### config.mk
export PLATFORM = sky130hd
export DESIGN_NAME = axis_ptt_sequencer
export DESIGN_NICKNAME = d
export VERILOG_FILES = /design/src/rtl/axis_ptt_sequencer.sv
export SDC_FILE = /design/constraint.sdc
export NUM_CORES = 1
export LEC_CHECK = 0
export CAP_MARGIN = 20
export CELL_PAD_IN_SITES_DETAIL_PLACEMENT = 1
export CELL_PAD_IN_SITES_GLOBAL_PLACEMENT = 1
export CORE_MARGIN = 2
export CORE_UTILIZATION = 45
export DETAILED_ROUTE_END_ITERATION = 6
export PLACE_DENSITY_LB_ADDON = 0.1
export SYNTH_ARGS = -nofsm -noshare
export SYNTH_HDL_FRONTEND = slang
export SYNTH_SLANG_ARGS = --single-unit
export TNS_END_PERCENT = 30
### constraint.sdc
create_clock -name aclk -period 3.9 [get_ports aclk]
set_input_delay 0.78 -clock aclk [delete_from_list [all_inputs] [get_ports aclk]]
set_output_delay 0.78 -clock aclk [all_outputs]
set_load 0.005 [all_outputs]
### src/rtl/axis_ptt_sequencer.sv
// axis_ptt_sequencer: keys the radio, opens the AXIS PTT gate for one frame,
// then holds a key-down tail and an unkeyed holdoff before the next frame.
module axis_ptt_sequencer #(
    parameter int CNT_WIDTH      = 24,
    parameter int KEYUP_CYCLES   = 1000,
    parameter int TAIL_CYCLES    = 500,
    parameter int HOLDOFF_CYCLES = 100,
    parameter int TIMEOUT_CYCLES = 1000000
) (
    input  logic       aclk,
    input  logic       aresetn,
    input  logic       tx_req,
    input  logic       tx_abort,
    input  logic       mon_tvalid,
    input  logic       mon_tready,
    input  logic       mon_tlast,
    output logic       radio_ptt,
    output logic       ptt_en,
    output logic       busy,
    output logic       tx_done,
    output logic       timeout_err,
    output logic       aborted,
    output logic [2:0] state_o
);
    typedef enum logic [2:0] {
        IDLE    = 3'd0,
        KEYUP   = 3'd1,
        ACTIVE  = 3'd2,
        TAIL    = 3'd3,
        HOLDOFF = 3'd4
    } state_t;

    // Each phase loads (length - 1) and leaves when the down-counter reads zero.
    localparam logic [CNT_WIDTH-1:0] KEYUP_LD = CNT_WIDTH'(KEYUP_CYCLES - 1);
    localparam logic [CNT_WIDTH-1:0] TAIL_LD  = CNT_WIDTH'(TAIL_CYCLES - 1);
    localparam logic [CNT_WIDTH-1:0] HOLD_LD  = CNT_WIDTH'(HOLDOFF_CYCLES - 1);
    localparam logic [CNT_WIDTH-1:0] TO_LD    = CNT_WIDTH'(TIMEOUT_CYCLES - 1);

    state_t               state_q, state_d;
    logic [CNT_WIDTH-1:0] cnt_q, cnt_d;
    logic                 ptt_q, en_q, busy_q, done_q, terr_q, abt_q;
    logic                 done_d, terr_d, abt_d;
    logic                 beat, cnt_zero;

    assign beat     = mon_tvalid & mon_tready & mon_tlast;
    assign cnt_zero = (cnt_q == '0);

    always_comb begin
        state_d = state_q;
        cnt_d   = cnt_zero ? cnt_q : cnt_q - CNT_WIDTH'(1);
        terr_d  = terr_q;
        abt_d   = abt_q;
        done_d  = 1'b0;
        case (state_q)
            IDLE: if (tx_req && !tx_abort) begin
                state_d = KEYUP;
                cnt_d   = KEYUP_LD;
                terr_d  = 1'b0;
                abt_d   = 1'b0;
            end
            KEYUP: if (tx_abort) begin
                state_d = HOLDOFF;
                cnt_d   = HOLD_LD;
                abt_d   = 1'b1;
            end else if (cnt_zero) begin
                state_d = ACTIVE;
                cnt_d   = TO_LD;
            end
            // A completed frame wins over abort, abort wins over timeout.
            ACTIVE: if (beat || tx_abort || cnt_zero) begin
                state_d = TAIL;
                cnt_d   = TAIL_LD;
                abt_d   = abt_q | (!beat && tx_abort);
                terr_d  = terr_q | (!beat && !tx_abort);
            end
            TAIL: if (cnt_zero) begin
                state_d = HOLDOFF;
                cnt_d   = HOLD_LD;
            end
            HOLDOFF: if (cnt_zero) begin
                state_d = IDLE;
                done_d  = 1'b1;
            end
            default: begin
                state_d = IDLE;
                cnt_d   = '0;
            end
        endcase
    end

    always_ff @(posedge aclk or negedge aresetn) begin
        if (!aresetn) begin
            state_q <= IDLE;
            cnt_q   <= '0;
            ptt_q   <= 1'b0;
            en_q    <= 1'b0;
            busy_q  <= 1'b0;
            done_q  <= 1'b0;
            terr_q  <= 1'b0;
            abt_q   <= 1'b0;
        end else begin
            state_q <= state_d;
            cnt_q   <= cnt_d;
            ptt_q   <= state_d inside {KEYUP, ACTIVE, TAIL};
            en_q    <= state_d == ACTIVE;
            busy_q  <= state_d != IDLE;
            done_q  <= done_d;
            terr_q  <= terr_d;
            abt_q   <= abt_d;
        end
    end

    assign radio_ptt   = ptt_q;
    assign ptt_en      = en_q;
    assign busy        = busy_q;
    assign tx_done     = done_q;
    assign timeout_err = terr_q;
    assign aborted     = abt_q;
    assign state_o     = state_q;
endmodule

==> impl_metrics.py, run 1 <==
metrics = {
    "worst_setup_path": {
        "critPathArrivalTime_ps": 2720,
        "worstSetupPathType": "register to register",
        "cp-start-kind": "register",
        "critPathMaxFanout": 18,
        "critPathCaptureType": "register",
        "crit_required_ps": 4100,
    },
    "sta": {
        "max_freq_ghz": 0.396,
        "setup-violations-final": 0,
        "finalMaxSlewViolations": 0,
        "tightest_slew_ps": 688,
        "period_minus_slack_ps": 2520,
        "setup_tns_ps": 0,
        "fin_crit_sh_pct": 64.7,
        "fin_worst_skew_ps": 13.5,
        "rsz0062_at_grt": "false",
        "hold_violations": 0,
        "max-slew-margin-rel_pct": 54.1,
    },
    "floorplan": {
        "fp.dieW_um": 72.3,
        "fp-row-count": 24,
        "start_util_pct": 47.5,
        "core_region_area_mm2": 0.00441,
        "fp.dieH_um": 72.3,
        "io_pins": 16,
        "dieArea_mm2": 0.00522,
    },
    "power": {
        "leakagePower_nw": 0.948,
        "finalPower_mw": 1.32,
        "powerDensity_mw_per_mm2": 561,
        "ir_drop_mv": 0.298,
    },
    "route": {
        "vias_per_cell": 6.45,
        "avgRoutedWirePerCell_um": 19.6,
        "dr.first_iter.drc_count": 131,
        "drt_first_pass_iters": 4,
        "postRouteWirelength_um": 5830,
        "vias": 1921,
        "antenna_left": 0,
        "drc": 0,
    },
    "synth": {
        "yosysUniqueCellTypes": 58,
        "syn-instance-count": 230,
        "yosys_warnings": 0,
        "synth_ff_type": "dfrtp_1",
        "async_flop_share_pct": 100,
        "ys_seq_area_share_pct": 39.4,
        "synth-edff-count": 0,
        "ys_ff_latch": 33,
        "synth.avg_cell_area_um2": 9.12,
        "syn_nets": 240,
        "syn_area_mm2": 0.00210,
    },
    "finish": {
        "num-fill-cells": 518,
        "multi_input_area_mm2": 0.00119,
        "register_area_um2": 826,
        "syn_to_final_growth_pct": 12.1,
        "num-nets-final": 255,
        "n_antenna_cell": 0,
        "final_cell_mix": "dfrtp_1, a21oi_1, nor2_1",
        "post_route_cells_drive_above_1_share_pct": 13.0,
        "final_cells": 298,
        "final_common_cell": "dfrtp_1",
    },
    "global_routing": {
        "antenna_found_initial": 0,
        "grt_max_degree": 34,
        "grtUsageTotal_pct": 25.1,
        "grt_pass1_vias": 2076,
        "grt_first_pass_wirelength_um": 10300,
        "overflow": 0,
    },
    "clock_network": {
        "clk_latency_ps": 290,
        "numClockSinks": 33,
        "clock_path_buffers": 2,
        "postCtsResizedCells": 0,
        "cts-root-buf": "clkbuf_8",
        "numCtsBuffers": 5,
        "htree_levels": 2,
        "cts_hold_buf": 0,
        "clk_transition_reported_paths_ps": 80,
        "cts_tree": "built",
        "post_cts_buffers": 0,
    },
    "place": {
        "post-place-cells": 290,
        "gp_congestion": 0.840,
        "dp_hpwl_um": 4350,
        "io_buffers": 15,
    },
    "run": {
        "maxCapViolCount": 0,
    },
    "worst_hold_path": {
        "min_path_type": "register to register",
    },
    "status": {
        "outcome": "finished clean",
    },
}
==> sequential cells by signal, summed over array words and instances (netlist names) <==
name,flops
cnt_q,24
timeout_err,1
tx_done,1
radio_ptt,1
ptt_en,1
state_o,3
busy,1
aborted,1
==> synthesized netlist by cell type (4+ instances only) <==
master / count / area, um^2
nor2_1: 20 / 75.1
dfrtp_1: 33 / 826
nand2_1: 11 / 41.3
a211oi_1: 4 / 30.0
xnor2_1: 5 / 43.8
or3_1: 7 / 43.8
a31oi_1: 6 / 37.5
o21ai_0: 15 / 75.1
o31ai_1: 7 / 52.6
nor3_1: 12 / 60.1
a21oi_1: 24 / 120
inv_1: 7 / 26.3
clkbuf_1: 5 / 18.8
nand3_1: 9 / 45.0
or4_2: 5 / 43.8
and3_1: 5 / 31.3
==> worst paths after layout <==
| check | startpoint | endpoint | slack [ps] | cells past startpoint |
|---|---|---|---|---|
| min reg2reg | aborted | aborted | 520 | 2 |
| min in group asynchronous | aresetn | cnt_q[21] | 890 | 2 |
| min | aborted | aborted | 520 | 2 |
| max | cnt_q[12] | cnt_q[19] | 1380 | 5 |
| max in group asynchronous | aresetn | state_o[0] | 2700 | 2 |
| max reg2reg | cnt_q[12] | cnt_q[19] | 1380 | 5 |
==> cells by family after synthesis <==
logic type / share of synthesized area, %
xor+xnor: 2.51
simple gates: 28.7
mux: 1.01
fa+ha+maj: 1.79
compound gates: 22.7
flops: 39.4
buf+inv: 3.88
==> per-layer routing <==
layer  track usage [%]  part of all wire, %  vias up
met2              42.3                   52       32
met5                 0                    0        -
met3              5.14                  2.9        9
met4              7.34                  1.2        0
met1              32.5                   44      977
li1                  -                    -      903
==> power by group <==
group          total [mW]  switching (mW)  internal, mW  leakage (nW)
Sequential          0.532           0.119         0.413         0.431
Combinational       0.537           0.321         0.216         0.472
Clock               0.251           0.127         0.124        0.0450
==> layout make-up <==
class	instances	area share, %
multi-input cells	181	50.6
inverters	8	1.28
flip-flops and latches	33	35.1
well taps	52	2.77
clock buffers	6	3.09
repair buffers	16	6.71
clock inverters	2	0.426
==> metrics by stage <==
step	worst slack (ps)	utilization [%]	hold WS, ps	instance area, um^2
after global placement	1240	51.4	475	2270
after global routing	1150	53.3	557	2350
after detailed placement	1160	51.4	500	2270
after CTS	1380	53.3	520	2350
after floorplan	1840	-	470	2100
final	1380	53.3	524	2350
==> critical path: stages, from the launching register on <==
cell and delay [ps]:
dfrtp_1 470, nor4_2 540, nand4_2 320, o21ai_2 660, o21ai_0 230, a31oi_1 210
Note: power is estimated with default switching activity, not from simulation.
==> inputs of run 2 (changes only) <==
==> constraint.sdc (replaced) <==
create_clock -name aclk -period 2.5 [get_ports aclk]
set_input_delay 0.5 -clock aclk [delete_from_list [all_inputs] [get_ports aclk]]
set_output_delay 0.5 -clock aclk [all_outputs]
set_load 0.005 [all_outputs]
==> run 2 against run 1 <==
Wire length is 9.1% higher. Maximum frequency rose by 9.8%. Die area did not move. Via count rose by 3.9%. Clock skew down 6.4 ps. Sequential power up 53%. Critical path depth grew 2. Clock power is 110% higher. Count of clock-buffer cells in the layout is 1 higher. Global-route usage up 0.70 points. First-iteration DRC count shrank 37%. Critical path type unchanged. Critical endpoint unchanged. Largest power group unchanged. Highest routed layer unchanged.
==> impl_metrics.py, run 2 (synthesis gave the netlist of run 1 again) <==
metrics = {
    "power": {
        "finalPower_mw": 2.33,
        "p_sw_mw": 0.936,
        "ir_drop_mv": 0.417,
        "p_clk_share_pct": 23.0,
        "leakagePower_nw": 1.04,
        "seqPwrFrac_pct": 34.9,
        "p_int_mw": 1.40,
        "comb_power_share_pct": 42.0,
        "powerDensity_mw_per_mm2": 922,
        "swShare_pct": 40.1,
    },
    "sta": {
        "finalMaxSlewViolations": 0,
        "setup_tns_ps": 0,
        "fin_worst_skew_ps": 7.14,
        "tightest_slew_ps": 556,
        "setup-violations-final": 0,
        "max_freq_ghz": 0.435,
        "period_minus_slack_ps": 2300,
        "fin_crit_sh_pct": 91.9,
        "rsz0062_at_grt": "false",
        "hold_violations": 0,
        "max-slew-margin-rel_pct": 62.9,
    },
    "worst_setup_path": {
        "critPathCaptureType": "register",
        "critPathMaxStageDelay_ps": 520,
        "critPathArrivalTime_ps": 2520,
        "r2r-start": "cnt_q[3]",
        "critPathMaxFanout": 9,
        "worstSetupPathType": "register to register",
        "cp-start-kind": "register",
        "crit_required_ps": 2720,
        "ff2ff_path_depth": 7,
        "path_cells": "nor4_4, buf_4, buf_12, nand3_4, or4b_1, or3_1, a31oi_1",
        "r2r_end": "cnt_q[19]",
        "cp_slowest_cell": "or4b_1",
        "rrSetupSlack_ps": 200,
    },
    "place": {
        "gp_congestion": 0.848,
        "io_buffers": 15,
        "place_area_mm2": 0.00235,
        "dp_hpwl_um": 4560,
    },
    "route": {
        "postRouteWirelength_um": 6360,
        "vias_per_cell": 6.46,
        "drt_first_pass_iters": 5,
        "antenna_left": 0,
        "avgRoutedWirePerCell_um": 20.6,
        "drc": 0,
        "vias": 1995,
        "dr.first_iter.drc_count": 82,
    },
    "clock_network": {
        "cts_hold_buf": 0,
        "cts_tree": "built",
        "cts-root-buf": "clkbuf_8",
        "htree_levels": 2,
        "clk_transition_reported_paths_ps": 70,
        "clock_path_buffers": 2,
        "clk_latency_ps": 290,
        "numCtsBuffers": 5,
        "numClockSinks": 33,
    },
    "global_routing": {
        "overflow": 0,
        "grt_max_degree": 34,
        "antenna_found_initial": 0,
        "grt_pass1_vias": 2152,
        "grtUsageTotal_pct": 25.8,
        "grt_first_pass_wirelength_um": 10400,
    },
    "run": {
        "maxCapViolCount": 0,
    },
    "finish": {
        "final_common_cell": "dfrtp_1",
        "syn_to_final_growth_pct": 20.7,
        "post_route_cells_drive_above_1_share_pct": 17.9,
        "num-nets-final": 266,
        "n_antenna_cell": 0,
        "fin_area_mm2": 0.00253,
        "final_cell_mix": "dfrtp_1, a21oi_1, nor2_1",
        "largest_register_ffs": 24,
        "largest-register": "cnt_q",
    },
    "floorplan": {
        "core_region_area_mm2": 0.00441,
        "fp.dieH_um": 72.3,
        "fp.dieW_um": 72.3,
        "dieArea_mm2": 0.00522,
        "start_util_pct": 47.5,
        "io_pins": 16,
        "fp-row-count": 24,
    },
    "worst_hold_path": {
        "worstHoldStart": "timeout_err",
        "hold_path_depth": 2,
        "min_path_type": "register to register",
        "min_to": "timeout_err",
    },
    "status": {
        "outcome": "finished clean",
    },
}
run 2: layer usage:
metal / part of all wire, % / GRT usage (%) / vias up
met4: 2.1 / 9.43 / 0
met2: 53 / 45.1 / 44
li1: - / - / 932
met5: 0 / 0 / -
met3: 3.2 / 5.42 / 14
met1: 42 / 31.2 / 1005
run 2: worst max-delay path by stage:
stage / startpoint / endpoint / slack, ps / cells past startpoint
3_5_place_dp: cnt_q[5] / cnt_q[0] / 130 / 9
6_report: cnt_q[3] / cnt_q[19] / 200 / 7
2_1_floorplan: cnt_q[0] / cnt_q[6] / 440 / 8
4_1_cts: cnt_q[5] / cnt_q[0] / 30 / 9
3_3_place_gp: cnt_q[0] / cnt_q[0] / 240 / 11
5_1_grt: cnt_q[16] / cnt_q[0] / 70 / 9
run 2: power by group through the flow:
stage	Sequential (mW)	Clock (mW)	Combinational, mW
2_1_floorplan	0.754	0	0.643
3_3_place_gp	0.802	0	0.874
3_5_place_dp	0.814	0	0.922
4_1_cts	0.806	0.543	0.932
5_1_grt	0.833	0.560	1.08
6_report	0.815	0.537	0.981
run 2: critical path, delay by kind of cell, from the launching register on:
kind	cells	cell delay [ps]
and+or+nand+nor	4	1240
DFF	1	490
buffers and inverters	2	310
AOI/OAI and AO/OA	1	180
run 2: stage by stage:
| step | setup WS, ps | std cells | hold WS (ps) | utilization, % |
|---|---|---|---|---|
| after CTS | 31.8 | 307 | 507 | 55.8 |
| final | 202 | 309 | 499 | 57.3 |
| after detailed placement | 128 | 299 | 491 | 53.2 |
| after floorplan | 436 | 230 | 204 | - |
| after global routing | 69.5 | 309 | 555 | 57.3 |
| after global placement | 235 | 299 | 478 | 53.2 |
run 2: repair_timing:
item                                    in CTS  in global routing
gates resized for setup                      0                  6
endpoints found under the setup margin       0                  1
setup buffers                                0                  2
run 2: cell type report:
cell class / instances / area, um^2
clock buffer: 7 / 86.3
clock inverter: 1 / 30.0
fill: 522 / 1880
inverter: 8 / 30.0
multi-input combinational: 181 / 1230
sequential: 33 / 826
tap: 52 / 65.1
timing repair buffer: 27 / 265
==> inputs of run 3 (changes only) <==
--- a/config.mk
+++ b/config.mk
@@ -11,6 +11,7 @@
 export CORE_MARGIN = 2
 export CORE_UTILIZATION = 45
 export DETAILED_ROUTE_END_ITERATION = 6
+export GPL_TIMING_DRIVEN = 0
 export PLACE_DENSITY_LB_ADDON = 0.1
 export SYNTH_ARGS = -nofsm -noshare
 export SYNTH_HDL_FRONTEND = slang
==> run 3 against run 2 <==
Sequential cell count is the same. Non-clock buffer count shrank 5. Final cell count down 1.9%. Clock skew about the same. First-iteration DRC count grew 6.1%. Register-to-register slack got worse by 60 ps. Critical path type unchanged.
==> impl_metrics.py, run 3 (synthesis gave the netlist of run 1 again) <==
metrics = {
    "status": {
        "outcome": "finished clean",
    },
    "finish": {
        "largest-register": "cnt_q",
        "num-fill-cells": 527,
        "num-nets-final": 261,
        "n_antenna_cell": 0,
        "post_route_cells_drive_above_1_share_pct": 14.7,
        "final_common_cell": "dfrtp_1",
        "final_cells": 303,
        "syn_to_final_growth_pct": 15.9,
        "largest_register_ffs": 24,
        "fin_area_mm2": 0.00243,
        "final_cell_mix": "dfrtp_1, a21oi_1, nor2_1",
    },
    "route": {
        "antenna_left": 0,
        "vias": 1915,
        "dr.first_iter.drc_count": 87,
        "avgRoutedWirePerCell_um": 20.2,
        "drc": 0,
        "vias_per_cell": 6.32,
        "drt_first_pass_iters": 4,
        "postRouteWirelength_um": 6130,
    },
    "worst_setup_path": {
        "critical_path_buf_inv_count": 2,
        "cp_slowest_cell": "dfrtp_1",
        "worstSetupPathType": "register to register",
        "crit_family": "simple AND/OR/NAND/NOR gates",
        "crit_required_ps": 2710,
        "critPathCaptureType": "register",
        "critPathMaxFanout": 8,
        "cp-start-kind": "register",
        "critPathMaxStageDelay_ps": 420,
        "path_cells": "inv_1, ha_1, nor2b_1, and3_1, buf_2, nor3b_4, mux2_2, a21oi_1",
        "critPathArrivalTime_ps": 2570,
    },
    "floorplan": {
        "dieArea_mm2": 0.00522,
        "fp.dieW_um": 72.3,
        "fp-row-count": 24,
        "start_util_pct": 47.5,
        "core_region_area_mm2": 0.00441,
        "fp.dieH_um": 72.3,
        "io_pins": 16,
    },
    "sta": {
        "fin_crit_sh_pct": 94.5,
        "period_minus_slack_ps": 2360,
        "tightest_slew_ps": 761,
        "fin_hold_ws_ps": 279,
        "setup_tns_ps": 0,
        "fin_worst_skew_ps": 7.43,
        "finalMaxSlewViolations": 0,
        "max-slew-margin-rel_pct": 49.3,
        "setup-violations-final": 0,
        "hold_violations": 0,
        "max_freq_ghz": 0.423,
    },
    "clock_network": {
        "numCtsBuffers": 5,
        "clk_latency_ps": 290,
        "cts_hold_buf": 0,
        "clock_path_buffers": 2,
        "clk_transition_reported_paths_ps": 70,
        "htree_levels": 2,
        "cts_tree": "built",
        "cts-root-buf": "clkbuf_8",
        "numClockSinks": 33,
    },
    "run": {
        "maxCapViolCount": 0,
    },
    "power": {
        "leakagePower_nw": 0.978,
        "powerDensity_mw_per_mm2": 888,
        "ir_drop_mv": 0.483,
        "finalPower_mw": 2.16,
    },
    "global_routing": {
        "grt_max_degree": 34,
        "grt_pass1_vias": 2015,
        "grtUsageTotal_pct": 25.7,
        "antenna_found_initial": 0,
        "overflow": 0,
        "grt_first_pass_wirelength_um": 10200,
    },
    "worst_hold_path": {
        "min_path_type": "primary input to asynchronous set/reset pin",
    },
    "place": {
        "place_area_mm2": 0.00230,
        "io_buffers": 14,
        "post-place-cells": 296,
        "dp_hpwl_um": 4450,
        "gp_congestion": 0.859,
    },
}
## run 3: cell types whose count changed in the layout (fill, tap and decap cells not counted), sizes merged
cell | previous run | this run
buf | 12 | 2
clkbuf | 7 | 13
clkdlybuf4s50 | 15 | 13
bufinv | 1 | 0
clkinvlp | 0 | 1
## run 3: cell type report
| class | instances | area (um^2) | share of cell area [%] |
|---|---|---|---|
| well taps | 52 | 65.1 | 2.68 |
| plain buffers | 8 | 51.3 | 2.11 |
| flip-flops and latches | 33 | 826 | 34.0 |
| multi-input cells | 181 | 1230 | 50.7 |
| clock buffers | 6 | 82.6 | 3.40 |
| clock inverters | 1 | 7.51 | 0.309 |
| inverters | 8 | 30.0 | 1.24 |
| repair buffers | 14 | 135 | 5.56 |
## run 3: worst paths after layout
path / from / end / slack, ps / depth (start not counted)
max in group asynchronous: aresetn / cnt_q[20] / 1740 / 1
min: aresetn / cnt_q[13] / 280 / 1
min reg2reg: timeout_err / timeout_err / 490 / 2
max: cnt_q[0] / cnt_q[1] / 140 / 8
max reg2reg: cnt_q[0] / cnt_q[1] / 140 / 8
min in group aclk: timeout_err / timeout_err / 490 / 2
## run 3: repair_timing
item                                    CTS  global route
endpoints found under the setup margin    0            19
hold endpoints to repair                  0             0
setup buffers                             0             0
resized for setup                         0             6
## run 3: routing by layer
layer	track usage [%]	share of wire [%]	vias to the layer above
met3	3.75	2.5	10
met4	7.34	1.8	0
met5	0	0	-
li1	-	-	916
met2	45.4	53	33
met1	32.6	42	956
## run 3: report_power, final
group          switching (mW)  total [mW]  internal (mW)
logic                   0.580       0.959          0.379
registers               0.140       0.785          0.645
clock network           0.198       0.416          0.218
total                   0.919        2.16           1.24
## run 3: through the flow
| step | util (%) | setup WS (ps) |
|---|---|---|
| floorplan | - | 436 |
| global placement | 52.2 | 67.9 |
| detailed placement | 52.0 | 17.4 |
| CTS | 54.1 | 26.0 |
| global route | 55.1 | -0.908 |
| finish | 55.1 | 138 |
## run 3: worst register-to-register path, cell delays in order, from the launching register on
cell and delay (ps):
dfrtp_1 420, inv_1 100, ha_1 150, nor2b_1 280, and3_1 190, buf_2 200
nor3b_4 370, mux2_2 390, a21oi_1 180
